===== src/rtl/stream_reduce_pkg.sv =====
// rtl/stream_reduce_pkg.sv - mode and FSM encodings shared by the reduce datapath
package stream_reduce_pkg;

    typedef enum logic [1:0] {
        MODE_MAX  = 2'b00,
        MODE_MIN  = 2'b01,
        MODE_SUM  = 2'b10,
        MODE_RSVD = 2'b11
    } mode_e;

    typedef enum logic [1:0] {
        ST_IDLE  = 2'b00,
        ST_READ  = 2'b01,
        ST_DRAIN = 2'b10,
        ST_DONE  = 2'b11
    } state_e;

    // The reserved encoding behaves as MAX so the latched mode is always one of three.
    function automatic mode_e decode_mode(input logic [1:0] raw);
        return (raw == 2'b11) ? MODE_MAX : mode_e'(raw);
    endfunction

endpackage


===== src/rtl/reduce_alu.sv =====
// rtl/reduce_alu.sv - one reduction step: strict compare for MAX/MIN, saturating add for SUM
module reduce_alu
    import stream_reduce_pkg::*;
#(
    parameter int WIDTH  = 10,
    parameter int AW     = 3,
    parameter int SIGNED = 0
) (
    input  logic [WIDTH-1:0] acc_i,
    input  logic [AW-1:0]    idx_i,
    input  logic [WIDTH-1:0] data_i,
    input  logic [AW-1:0]    data_idx_i,
    input  mode_e            mode_i,
    output logic [WIDTH-1:0] acc_o,
    output logic [AW-1:0]    idx_o,
    output logic             ovf_o
);

    // Two guard bits keep both unsigned and signed sums exact before clamping.
    localparam int XW = WIDTH + 2;
    localparam logic signed [XW-1:0] MAX_X = (SIGNED != 0) ? XW'((64'sd1 <<< (WIDTH - 1)) - 64'sd1)
                                                          : XW'((64'sd1 <<< WIDTH) - 64'sd1);
    localparam logic signed [XW-1:0] MIN_X = (SIGNED != 0) ? XW'(-(64'sd1 <<< (WIDTH - 1)))
                                                          : XW'(64'sd0);

    logic signed [XW-1:0] acc_x;
    logic signed [XW-1:0] data_x;
    logic signed [XW-1:0] sum_x;

    always_comb begin
        if (SIGNED != 0) begin
            acc_x  = {{2{acc_i[WIDTH-1]}}, acc_i};
            data_x = {{2{data_i[WIDTH-1]}}, data_i};
        end else begin
            acc_x  = {2'b00, acc_i};
            data_x = {2'b00, data_i};
        end
        sum_x = acc_x + data_x;

        acc_o = acc_i;
        idx_o = idx_i;
        ovf_o = 1'b0;
        case (mode_i)
            MODE_SUM: begin
                idx_o = '0;
                if (sum_x > MAX_X) begin
                    acc_o = MAX_X[WIDTH-1:0];
                    ovf_o = 1'b1;
                end else if (sum_x < MIN_X) begin
                    acc_o = MIN_X[WIDTH-1:0];
                    ovf_o = 1'b1;
                end else begin
                    acc_o = sum_x[WIDTH-1:0];
                end
            end
            MODE_MIN: begin
                if (data_x < acc_x) begin
                    acc_o = data_i;
                    idx_o = data_idx_i;
                end
            end
            default: begin
                if (data_x > acc_x) begin
                    acc_o = data_i;
                    idx_o = data_idx_i;
                end
            end
        endcase
    end

endmodule


===== src/rtl/stream_reduce_comp.sv =====
// rtl/stream_reduce_comp.sv - reads N words from memory and reports max, min or saturated sum
module stream_reduce_comp
    import stream_reduce_pkg::*;
#(
    parameter  int SIZE   = 8,
    parameter  int WIDTH  = 10,
    parameter  int SIGNED = 0,
    localparam int AW     = (SIZE > 1) ? $clog2(SIZE) : 1
) (
    input  logic             clk,
    input  logic             rst,
    input  logic             start_in,
    input  logic [AW:0]      length_in,
    input  logic [1:0]       mode_in,
    input  logic [WIDTH-1:0] data_in,
    output logic             rd_en,
    output logic [AW-1:0]    rd_addr,
    output logic             busy_out,
    output logic             done_out,
    output logic [WIDTH-1:0] result_out,
    output logic [AW-1:0]    index_out,
    output logic             ovf_out
);

    // Seeds chosen so the first element always wins its compare (or is added to zero).
    localparam logic [WIDTH-1:0] TYPE_MIN = (SIGNED != 0) ? {1'b1, {(WIDTH-1){1'b0}}} : {WIDTH{1'b0}};
    localparam logic [WIDTH-1:0] TYPE_MAX = (SIGNED != 0) ? {1'b0, {(WIDTH-1){1'b1}}} : {WIDTH{1'b1}};

    state_e           state_q, state_d;
    mode_e            mode_q, mode_d;
    logic [AW:0]      n_q, n_d;
    logic             rd_en_q, rd_en_d;
    logic [AW-1:0]    rd_addr_q, rd_addr_d;
    logic             vld_q, vld_d;
    logic [AW-1:0]    elem_q, elem_d;
    logic [WIDTH-1:0] acc_q, acc_d;
    logic [AW-1:0]    idx_q, idx_d;
    logic             ovf_run_q, ovf_run_d;
    logic             busy_q, busy_d;
    logic             done_q, done_d;
    logic [WIDTH-1:0] result_q, result_d;
    logic [AW-1:0]    index_q, index_d;
    logic             ovf_q, ovf_d;

    logic [WIDTH-1:0] alu_acc;
    logic [AW-1:0]    alu_idx;
    logic             alu_ovf;
    mode_e            start_mode;
    logic [AW:0]      start_n;

    reduce_alu #(
        .WIDTH  (WIDTH),
        .AW     (AW),
        .SIGNED (SIGNED)
    ) u_alu (
        .acc_i      (acc_q),
        .idx_i      (idx_q),
        .data_i     (data_in),
        .data_idx_i (elem_q),
        .mode_i     (mode_q),
        .acc_o      (alu_acc),
        .idx_o      (alu_idx),
        .ovf_o      (alu_ovf)
    );

    always_comb begin
        state_d   = state_q;
        mode_d    = mode_q;
        n_d       = n_q;
        rd_en_d   = rd_en_q;
        rd_addr_d = rd_addr_q;
        elem_d    = elem_q;
        acc_d     = acc_q;
        idx_d     = idx_q;
        ovf_run_d = ovf_run_q;
        done_d    = 1'b0;
        result_d  = result_q;
        index_d   = index_q;
        ovf_d     = ovf_q;

        start_mode = decode_mode(mode_in);
        start_n    = (length_in > (AW+1)'(SIZE)) ? (AW+1)'(SIZE) : length_in;

        // Read data lands one cycle after the strobe, so consumption trails rd_en by one.
        vld_d = rd_en_q;
        if (vld_q) begin
            acc_d     = alu_acc;
            idx_d     = alu_idx;
            ovf_run_d = ovf_run_q | alu_ovf;
            elem_d    = elem_q + AW'(1);
        end

        case (state_q)
            ST_IDLE: begin
                if (start_in) begin
                    n_d       = start_n;
                    mode_d    = start_mode;
                    idx_d     = '0;
                    ovf_run_d = 1'b0;
                    elem_d    = '0;
                    result_d  = '0;
                    index_d   = '0;
                    ovf_d     = 1'b0;
                    case (start_mode)
                        MODE_MIN: acc_d = TYPE_MAX;
                        MODE_SUM: acc_d = '0;
                        default:  acc_d = TYPE_MIN;
                    endcase
                    if (start_n == '0) begin
                        state_d = ST_DONE;
                    end else begin
                        state_d   = ST_READ;
                        rd_en_d   = 1'b1;
                        rd_addr_d = '0;
                    end
                end
            end
            ST_READ: begin
                if ({1'b0, rd_addr_q} == n_q - (AW+1)'(1)) begin
                    state_d = ST_DRAIN;
                    rd_en_d = 1'b0;
                end else begin
                    rd_addr_d = rd_addr_q + AW'(1);
                end
            end
            ST_DRAIN: begin
                state_d = ST_DONE;
            end
            default: begin
                state_d  = ST_IDLE;
                done_d   = 1'b1;
                result_d = (n_q == '0) ? '0 : acc_q;
                index_d  = idx_q;
                ovf_d    = ovf_run_q;
            end
        endcase

        busy_d = (state_d == ST_READ) || (state_d == ST_DRAIN);
    end

    always_ff @(posedge clk) begin
        if (!rst) begin
            state_q   <= ST_IDLE;
            mode_q    <= MODE_MAX;
            n_q       <= '0;
            rd_en_q   <= 1'b0;
            rd_addr_q <= '0;
            vld_q     <= 1'b0;
            elem_q    <= '0;
            acc_q     <= '0;
            idx_q     <= '0;
            ovf_run_q <= 1'b0;
            busy_q    <= 1'b0;
            done_q    <= 1'b0;
            result_q  <= '0;
            index_q   <= '0;
            ovf_q     <= 1'b0;
        end else begin
            state_q   <= state_d;
            mode_q    <= mode_d;
            n_q       <= n_d;
            rd_en_q   <= rd_en_d;
            rd_addr_q <= rd_addr_d;
            vld_q     <= vld_d;
            elem_q    <= elem_d;
            acc_q     <= acc_d;
            idx_q     <= idx_d;
            ovf_run_q <= ovf_run_d;
            busy_q    <= busy_d;
            done_q    <= done_d;
            result_q  <= result_d;
            index_q   <= index_d;
            ovf_q     <= ovf_d;
        end
    end

    assign rd_en      = rd_en_q;
    assign rd_addr    = rd_addr_q;
    assign busy_out   = busy_q;
    assign done_out   = done_q;
    assign result_out = result_q;
    assign index_out  = index_q;
    assign ovf_out    = ovf_q;

endmodule


===== config.mk =====
export PLATFORM = sky130hd
export DESIGN_NAME = stream_reduce_comp
export DESIGN_NICKNAME = d
export VERILOG_FILES = /design/src/rtl/stream_reduce_pkg.sv /design/src/rtl/reduce_alu.sv /design/src/rtl/stream_reduce_comp.sv
export SDC_FILE = /design/constraint.sdc
export NUM_CORES = 1
export LEC_CHECK = 0
export ABC_AREA = 1
export CORE_MARGIN = 3
export CORE_UTILIZATION = 45
export CTS_CLUSTER_DIAMETER = 30
export DETAILED_ROUTE_END_ITERATION = 16
export GPL_ROUTABILITY_DRIVEN = 1
export PLACE_DENSITY = 0.74
export RECOVER_POWER = 50
export SLEW_MARGIN = 20
export SYNTH_ARGS = -nofsm -noshare
export SYNTH_HDL_FRONTEND = slang
export SYNTH_HIERARCHICAL = 1
export SYNTH_SLANG_ARGS = --single-unit

===== constraint.sdc =====
create_clock -name clk -period 1.9 [get_ports clk]
set_input_delay 0.285 -clock clk [delete_from_list [all_inputs] [get_ports clk]]
set_output_delay 0.285 -clock clk [all_outputs]
set_load 0.005 [all_outputs]

==> results by stage, run 1 <==
Outcome:
- The run finished, with violations left.
- The final reports fail on setup timing.

Finish:
- The finished layout holds 737 standard cells, fillers aside.
- Cells fill around two thirds of the core in the end.
- The count of nets after finishing is ~700.
- The top cell types in the final layout, fill and taps aside, are 153 x sky130_fd_sc_hd__nand2_1, 65 x sky130_fd_sc_hd__buf_4, 58 x sky130_fd_sc_hd__inv_1, 46 x sky130_fd_sc_hd__nor2_1, 40 x sky130_fd_sc_hd__nand3_1.
- 0 antenna diodes ended up in the layout.
- Leaving out fill and tap cells, the most frequent cell in the layout is sky130_fd_sc_hd__nand2_1.
- The area overhead of the layout relative to synthesis is 38.0%.
- The share of cells above drive strength 1 is ~23%.

Placed design:
- The post-detailed-placement half-perimeter wirelength is roughly 7.6 mm.
- The total of buffers placed on input and output ports is 38.
- The number of placed cells counting well taps is approximately 720.
- The last weighted congestion value of the routability-driven placer is 0.950.

STA:
- The actual slew at the worst max-slew pin is roughly 0.50 ns.
- The tightest hold path in the finished design has a slack of ~0.47 ns.
- The number of hold-slack violations in the final timing report is 0.
- Setup repair after global routing could not meet its margin everywhere.
- Headroom to the max-slew limit came out at between 60% and 70%.
- The number of failing setup endpoints in the final timing report is 13.
- The final worst-path cycle share is 114%.
- The top achievable clock speed is around 460 MHz.
- The minimum clock period after layout is 2.17 ns.
- The clock arrives with 0.00573 ns of skew.
- The slack of the critical path is -0.271 ns.
- The number of max-slew violations in the final report is 0.

Routing:
- Dividing the detail-routed via count by the number of cells gives about 5.3.
- The wire length per cell is approximately 14 um.
- The first routing iteration left 257 violations.
- The detailed-route via count is 3907.
- The length of the first detailed-routing pass in iterations is 5.
- The routed wire length is between 10 and 15 mm.
- The count of nets left with antenna violations once routing finished came out at 0.
- After detailed routing, the number of remaining DRC violations is 0.

Clock tree:
- In this run the clock root is driven by a sky130_fd_sc_hd__clkbuf_8.
- Clock tree synthesis found a total of 46 sinks.
- The number of clock buffers added by TritonCTS is 5.
- The count of H-tree levels built during CTS is 2.
- The CTS tree is yes.
- At the later pin of the worst-skew pair, clock insertion delay measures just over 0.3 ns.
- The longest clock path from root to sink contains 2 buffers.
- The clock input transition at the sequential cells of the worst setup and hold paths is roughly 0.09 ns.

Global routing:
- The initial antenna violation count is 0.
- The via count of the first global-routing pass is approximately 3800.
- Global routing consumed, over all layers together, between 20% and 30% of the routing resources.
- Entering global routing, the biggest net connects 23 pins.
- For this run the aggregate overflow at the end of global routing stands at 0.
- The wire length of the first global-routing pass is roughly 18 mm.

Floorplanning:
- The area of the die is 0.00878 mm^2.
- The initialized floorplan defines 31 standard-cell rows.
- In this run the count of I/O pins placed on the die edge is 39.
- The total area inside the core boundary comes to around 0.0074 mm^2.
- The floorplan step set the die width to 93.7 um.
- The effective utilization at floorplan is between 40% and 50%.
- Measured along the y axis, the die boundary spans approximately 94 um.

Critical path:
- The worst register-to-register path ends at acc_q[8].
- The largest fanout on the critical path is 7.
- Measured in cells, the most critical reg-to-reg path has a length of 13.
- The critical path is of the reg -> reg type.
- Tracing the worst setup path back leads to its startpoint at acc_q[7].
- The startpoint identified for the worst register-to-register timing path is acc_q[7].
- The capturing element of the worst setup path is acc_q[8].
- The kind of start point of the critical path is a register.
- The worst setup path is captured at a register.
- The required time of the critical path is about 2.1 ns.
- The arrival time of the worst setup path is between 2 and 2.5 ns.
- The slack of the worst reg-to-reg path is -0.27 ns.

Power and ir drop:
- The analysis attributes to cell leakage a power of roughly 0.0023 uW.
- The overall power of the completed layout is 3120 uW.
- Dividing total power by cell area gives a power density of between 600 and 700 mW/mm^2.
- IR analysis of the VDD net gives a maximum drop of 447 uV.

Synthesis:
- Of the synthesized area, sequential elements account for a little over a quarter.
- For this run, the number of Yosys warnings is 6.
- The post-synthesis share of cell area spent on and, or, nand and nor gates is roughly a third.
- The share of cell area taken by muxes after synthesis is 0%.
- The post-synthesis average cell area is between 6 and 7 um^2.
- The adder-cell share of the synthesized area is 11.4%.
- Summing every instance area after synthesis gives roughly 0.0035 mm^2.
- After synthesis, the largest family of logic cells by area is simple AND/OR/NAND/NOR gates.
- The synthesized netlist devotes between 10% and 20% of its cell area to compound gates.
- The count of cell types in the netlist is 36.
- The synthesized flop and latch total is 46.
- Of the total synthesized cell area, the portion taken by XOR and XNOR cells is about 1.8%.
- The number of nets handed over by synthesis was slightly below 600.
- In the synthesized netlist, the number of instances is between 500 and 600.

Min path:
- The worst min-delay path category is reg -> reg.

Run:
- The number of maximum-capacitance constraint violations is 0.
per-stage QoR:
stage / setup WS, ns / cell area (um^2) / setup TNS [ns]
2_1_floorplan: -0.0637 / 3580 / -0.226
3_3_place_gp: -0.664 / 4460 / -8.05
3_5_place_dp: -0.684 / 4460 / -8.55
4_1_cts: -0.215 / 4720 / -2.59
5_1_grt: -0.423 / 4770 / -5.19
6_report: -0.271 / 4770 / -3.24
power by group:
| part | internal, uW | leakage (uW) | switching (uW) |
|---|---|---|---|
| clock | 266 | 0.0000447 | 363 |
| sequential | 1020 | 0.000377 | 39.1 |
| combinational | 617 | 0.00190 | 811 |
| total | 1900 | 0.00232 | 1210 |
per-layer routing:
metal	up-vias	global-route usage [%]	part of all wire [%]
met4	0	6.98	0.99
met1	1789	34.0	46
met5	-	0	0
met2	160	39.2	45
met3	18	4.65	7.3
li1	1940	-	-
cell usage after synthesis (all sizes together):
cell type | count | area, um^2
buf | 18 | 104
nand3 | 44 | 238
inv | 70 | 263
o31ai | 10 | 75.1
ha | 30 | 375
clkinv | 2 | 7.51
nand4 | 13 | 81.3
o211ai | 7 | 57.6
clkbuf | 3 | 11.3
o21ai | 18 | 93.8
and2 | 1 | 6.26
a211oi | 2 | 15.0
o21a | 1 | 7.51
xor2 | 6 | 52.6
fa | 1 | 20.0
nand2 | 159 | 617
xnor2 | 1 | 8.76
o21bai | 2 | 15.0
nor3 | 5 | 36.3
nor2 | 52 | 200
a21oi | 48 | 255
dfxtp | 46 | 921
how the worst min path moves through the flow:
stage / startpoint / endpoint / slack (ns) / cells past startpoint
after detailed placement: result_out[9] / result_out[9] / 0.46 / 2
final: result_out[8] / result_out[8] / 0.47 / 2
after global routing: result_out[9] / result_out[9] / 0.50 / 2
after CTS: result_out[7] / result_out[7] / 0.47 / 2
after global placement: result_out[8] / result_out[8] / 0.45 / 2
after floorplan: length_in[0] / n_q[0] / 0.42 / 2
logic make-up (layout without fill, tap and decap cells):
group,after synthesis,after routing
and+or+nand+nor,274,277
buffers and inverters,93,189
AOI/OAI and AO/OA,88,88
DFF,46,46
adders and majority gates,31,31
xor gates and xnor gates,7,7
area by class of cell:
class                   instances  area [um^2]
repair buffers                108          935
flip-flops and latches         46          933
fillers                       664         2590
well taps                      99          124
clock buffers                   5         68.8
inverters                      72          277
multi-input cells             403         2410
clock inverters                 3         25.0
repair inverters                1         5.00
sequential cells by signal (all words and copies together) (netlist names), 2 cells and up:
register and count:
elem_q 3, acc_q 10, result_out 10, index_out 3
state_q 2, rd_addr 3, idx_q 3, n_q 4
mode_q 2
worst max-delay path, stage by stage (launching register included):
cell and delay (ns):
sky130_fd_sc_hd__dfxtp_2 0.35, sky130_fd_sc_hd__inv_2 0.05, sky130_fd_sc_hd__ha_4 0.30, sky130_fd_sc_hd__inv_4 0.05, sky130_fd_sc_hd__nor3_4 0.25, sky130_fd_sc_hd__buf_4 0.17
sky130_fd_sc_hd__nand2_4 0.06, sky130_fd_sc_hd__nand3_4 0.18, sky130_fd_sc_hd__buf_6 0.18, sky130_fd_sc_hd__nand2_8 0.09, sky130_fd_sc_hd__o21ai_1 0.13, sky130_fd_sc_hd__nand2_1 0.06
sky130_fd_sc_hd__nor2_1 0.11, sky130_fd_sc_hd__o31ai_1 0.08
what timing repair did:
action,4_1_cts,5_1_grt
endpoints found under the setup margin,13,15
cloned,5,0
gates resized for setup,33,15
hold buffers,0,0
endpoints found under the hold margin,0,0
buffers inserted,5,1
pin swaps,24,14
(Power assumes the default switching activity.)
==> run 2, diff against run 1 <==
- CAP_MARGIN: default -> 40
- CELL_PAD_IN_SITES_DETAIL_PLACEMENT: default -> 0
- CELL_PAD_IN_SITES_GLOBAL_PLACEMENT: default -> 1
- CORE_UTILIZATION: 45 -> 36
- PLACE_DENSITY: 0.74 -> 0.81
==> run 2 against run 1 <==
Compared with the run above: the run still ends with setup timing left; register-to-register slack improved by 0.05 ns; clock skew increased by 0.0038 ns; flip-flop and latch count is the same; global-route usage fell by 4.9 points; die area grew 23%; largest power group unchanged; sequential power about the same.
==> results by stage, run 2 (synthesis gave the netlist of run 1 again) <==
STA:
- The final worst-path cycle share is 112% (-2.6 points).
- Setup repair after global routing could not meet its margin everywhere.
- The aggregate negative setup slack is -2.33 ns (+0.901 ns).
- The worst hold slack across all endpoints is 0.462 ns (-0.00340 ns).
- The number of max-slew violations in the final report is 0 (unchanged).
- The worst slew slack as a fraction of its limit was 51.4% (-15 points).
- The actual slew at the worst max-slew pin is 0.729 ns (+0.227 ns).
- The number of failing setup endpoints in the final timing report was 13 (unchanged).
- The top achievable clock speed is 471 MHz (+2.3%).
- The number of hold-slack violations in the final timing report is 0 (unchanged).
- The slack of the critical path is -0.221 ns (+0.0495 ns).
- The worst clock skew was 0.00958 ns (+0.00385 ns).
- The minimum clock period after layout is 2.12 ns (-0.0495 ns).

Clock tree:
- The insertion delay of the later-clocked pin in the worst-skew pair is 0.30 ns (about the same).
- The count of hold buffers inserted by post-cts repair is 0 (unchanged).
- The clock input transition at the sequential cells of the worst setup and hold paths is 0.10 ns (about the same).
- The number of buffers inserted during clock tree synthesis is 5 (unchanged).
- In this run the clock root is driven by a sky130_fd_sc_hd__clkbuf_8.
- The count of H-tree levels built during CTS is 2 (unchanged).
- The count of clock tree sinks is 46 (unchanged).
- The maximum buffer depth of the clock tree is 2 (unchanged).
- TritonCTS built the clock tree.

Routing:
- The number of routed nets with antenna violations is 0 (unchanged).
- The DRC violations left is 0 (unchanged).
- The length of the first detailed-routing pass in iterations was 4 (-1).
- The count of routing violations after the opening detailed-route iteration is 179 (-30%).
- The detailed-route via count was 3833 (-1.9%).
- The wire length per cell is 14.1 um (-1.3%).
- The routed wire length came to 10.9 mm (+4.0%).
- The detail-routed via count per cell is 4.93 (-6.9%).

Finish:
- Leaving out fill and tap cells, the most frequent cells in the layout are 147 x sky130_fd_sc_hd__nand2_1, 70 x sky130_fd_sc_hd__buf_4, 56 x sky130_fd_sc_hd__inv_1, 43 x sky130_fd_sc_hd__nor2_1, 39 x sky130_fd_sc_hd__nand3_1.
- The share of cells above drive strength 1 is 27.0% (+4.0 points).
- The count of nets after finishing came to 697 (+1.5%).
- The non-filler instance count after layout is 777 (+5.4%).
- The most common cell after layout, fill and taps aside is sky130_fd_sc_hd__nand2_1.
- The antenna cell count is 0 (unchanged).
- The core occupancy in the finished layout is 54.1% (-11 points).
- The post-layout instance area is 0.00502 mm^2 (+5.1%).
- The number of filler instances in the final layout came to 926 (+39%).
- The area overhead of the layout relative to synthesis is 45.0%.

Power and ir drop:
- The maximum ir drop on the vdd rail is 381 uV (-15%).
- The leakage power was 0.00239 uW (+2.8%).
- The power per cell area was 669 mW/mm^2 (+2.5%).

Critical path:
- The slack of the worst reg-to-reg path is -0.22 ns (+0.05 ns).
- The arrival time of the worst setup path came to 2.32 ns (-0.04 ns).
- The worst setup path is captured at a register.
- In this run the worst setup path begins at acc_q[9].
- In this run the critical register-to-register path is launched from acc_q[9].
- The cell with the largest stage delay on the worst path is sky130_fd_sc_hd__dfxtp_2.
- The total buffers and inverters traversed by the critical path is 3 (-1).
- The type of the worst setup path is reg -> reg.
- The critical path goes through inv_2 > ha_4 > nor2_2 > inv_1 > nor2_2 > nand4_1 > nand3_2 > clkinv_2 > nand2_1 > nand2_1 > nand2_1 > nand2_1 > nand2_1 > nor2_1 > o31ai_1.
- The kind of cell with the highest combined delay on the critical path is simple AND/OR/NAND/NOR gates.
- The worst setup path is launched from a register.
- The largest fanout on the critical path is 5 (-2).
- The required time of the critical path came to 2.10 ns (about the same).
- The maximum cell stage delay along the critical path is 0.35 ns (about the same).
- The cell repeated most along the worst path is sky130_fd_sc_hd__nand2_1.

Floorplanning:
- The area of the die is 0.0108 mm^2 (+23%).
- The die height is 104 um (+11%).
- The number of cell rows was 35 (+13%).
- The number of top-level pins is 39 (unchanged).
- The effective utilization at floorplan is 37.3% (-9.7 points).
- The horizontal die dimension is 104 um (+11%).
- The area of the core region came to 0.00928 mm^2 (+26%).

Placed design:
- The number of placed cells counting well taps was 752 (+4.7%).
- The last weighted congestion value of the routability-driven placer is 0.897 (-5.6%).
- The total of buffers placed on input and output ports came to 38 (unchanged).
- The post-detailed-placement half-perimeter wirelength was 7.85 mm (+3.7%).
- The post-detailed-placement cell area is 0.00455 mm^2 (+2.1%).

Global routing:
- The wire length of the first global-routing pass is 18.0 mm (+1.7%).
- The total congestion overflow after global routing is 0 (unchanged).
- The via count of the first global-routing pass is 3822 (+1.4%).
- The initial antenna violation count is 0 (unchanged).
- The largest net degree at the start of global routing is 24 (+4.3%).
- The combined global-route utilization of all metal layers came to 19.7% (-4.9 points).

Outcome:
- The flow ran to the end, but the final reports show violations.
- The final reports fail on setup timing.

Min path:
- The beginning of the worst hold path is result_out[0].
- The worst min-delay path category is reg -> reg.

Run:
- The number of maximum-capacitance constraint violations is 0 (unchanged).
-- run 2: through the flow --
stage                     setup WS [ns]  power [uW]
after floorplan                 -0.0637        1890
after detailed placement         -0.712        2370
after global placement           -0.668        2360
final                            -0.221        3360
after global routing             -0.394        3570
after CTS                        -0.211        3250
-- run 2: worst paths after layout --
path,cells after the start,to
min,2,result_out[0]
max,15,acc_q[5]
min reg2reg,2,result_out[0]
max reg2reg,15,acc_q[5]
-- run 2: layer usage --
layer  track usage [%]  up-vias  wire, um
met1              24.7     1773      4810
met4              5.70        0       109
li1                  -     1960         -
met3              3.66       13       518
met2              34.5       87      5480
met5                 0        -         0
-- run 2: area by class of cell --
type                       instances  area, um^2  share of cell area (%)
multi-input combinational        402        2460                    49.1
timing repair buffer             119        1070                    21.2
sequential                        46         935                    18.6
inverter                          72         274                    5.46
tap                              129         161                    3.22
clock buffer                       5        68.8                    1.37
clock inverter                     3        45.0                   0.898
timing repair inverter             1        5.00                  0.0997
-- run 2: repair_timing --
action                     4_1_cts  5_1_grt
hold endpoints to repair         0        0
pin swaps                       24       14
buffers inserted                10        4
gates cloned                     3        0
setup endpoints to repair       14       15
gates resized for setup         43       35
-- run 2: worst min-delay path, stage by stage (launching register included) --
cell and delay [ns]:
sky130_fd_sc_hd__dfxtp_1 0.32, sky130_fd_sc_hd__nand2_1 0.06, sky130_fd_sc_hd__a21oi_1 0.05
-- run 2: report_power, final --
part	switching, uW	leakage [uW]	total, uW	internal [uW]
Sequential	38.4	0.000378	1060	1020
Clock	355	0.0000504	747	392
Combinational	846	0.00196	1550	704
Total	1240	0.00239	3360	2120
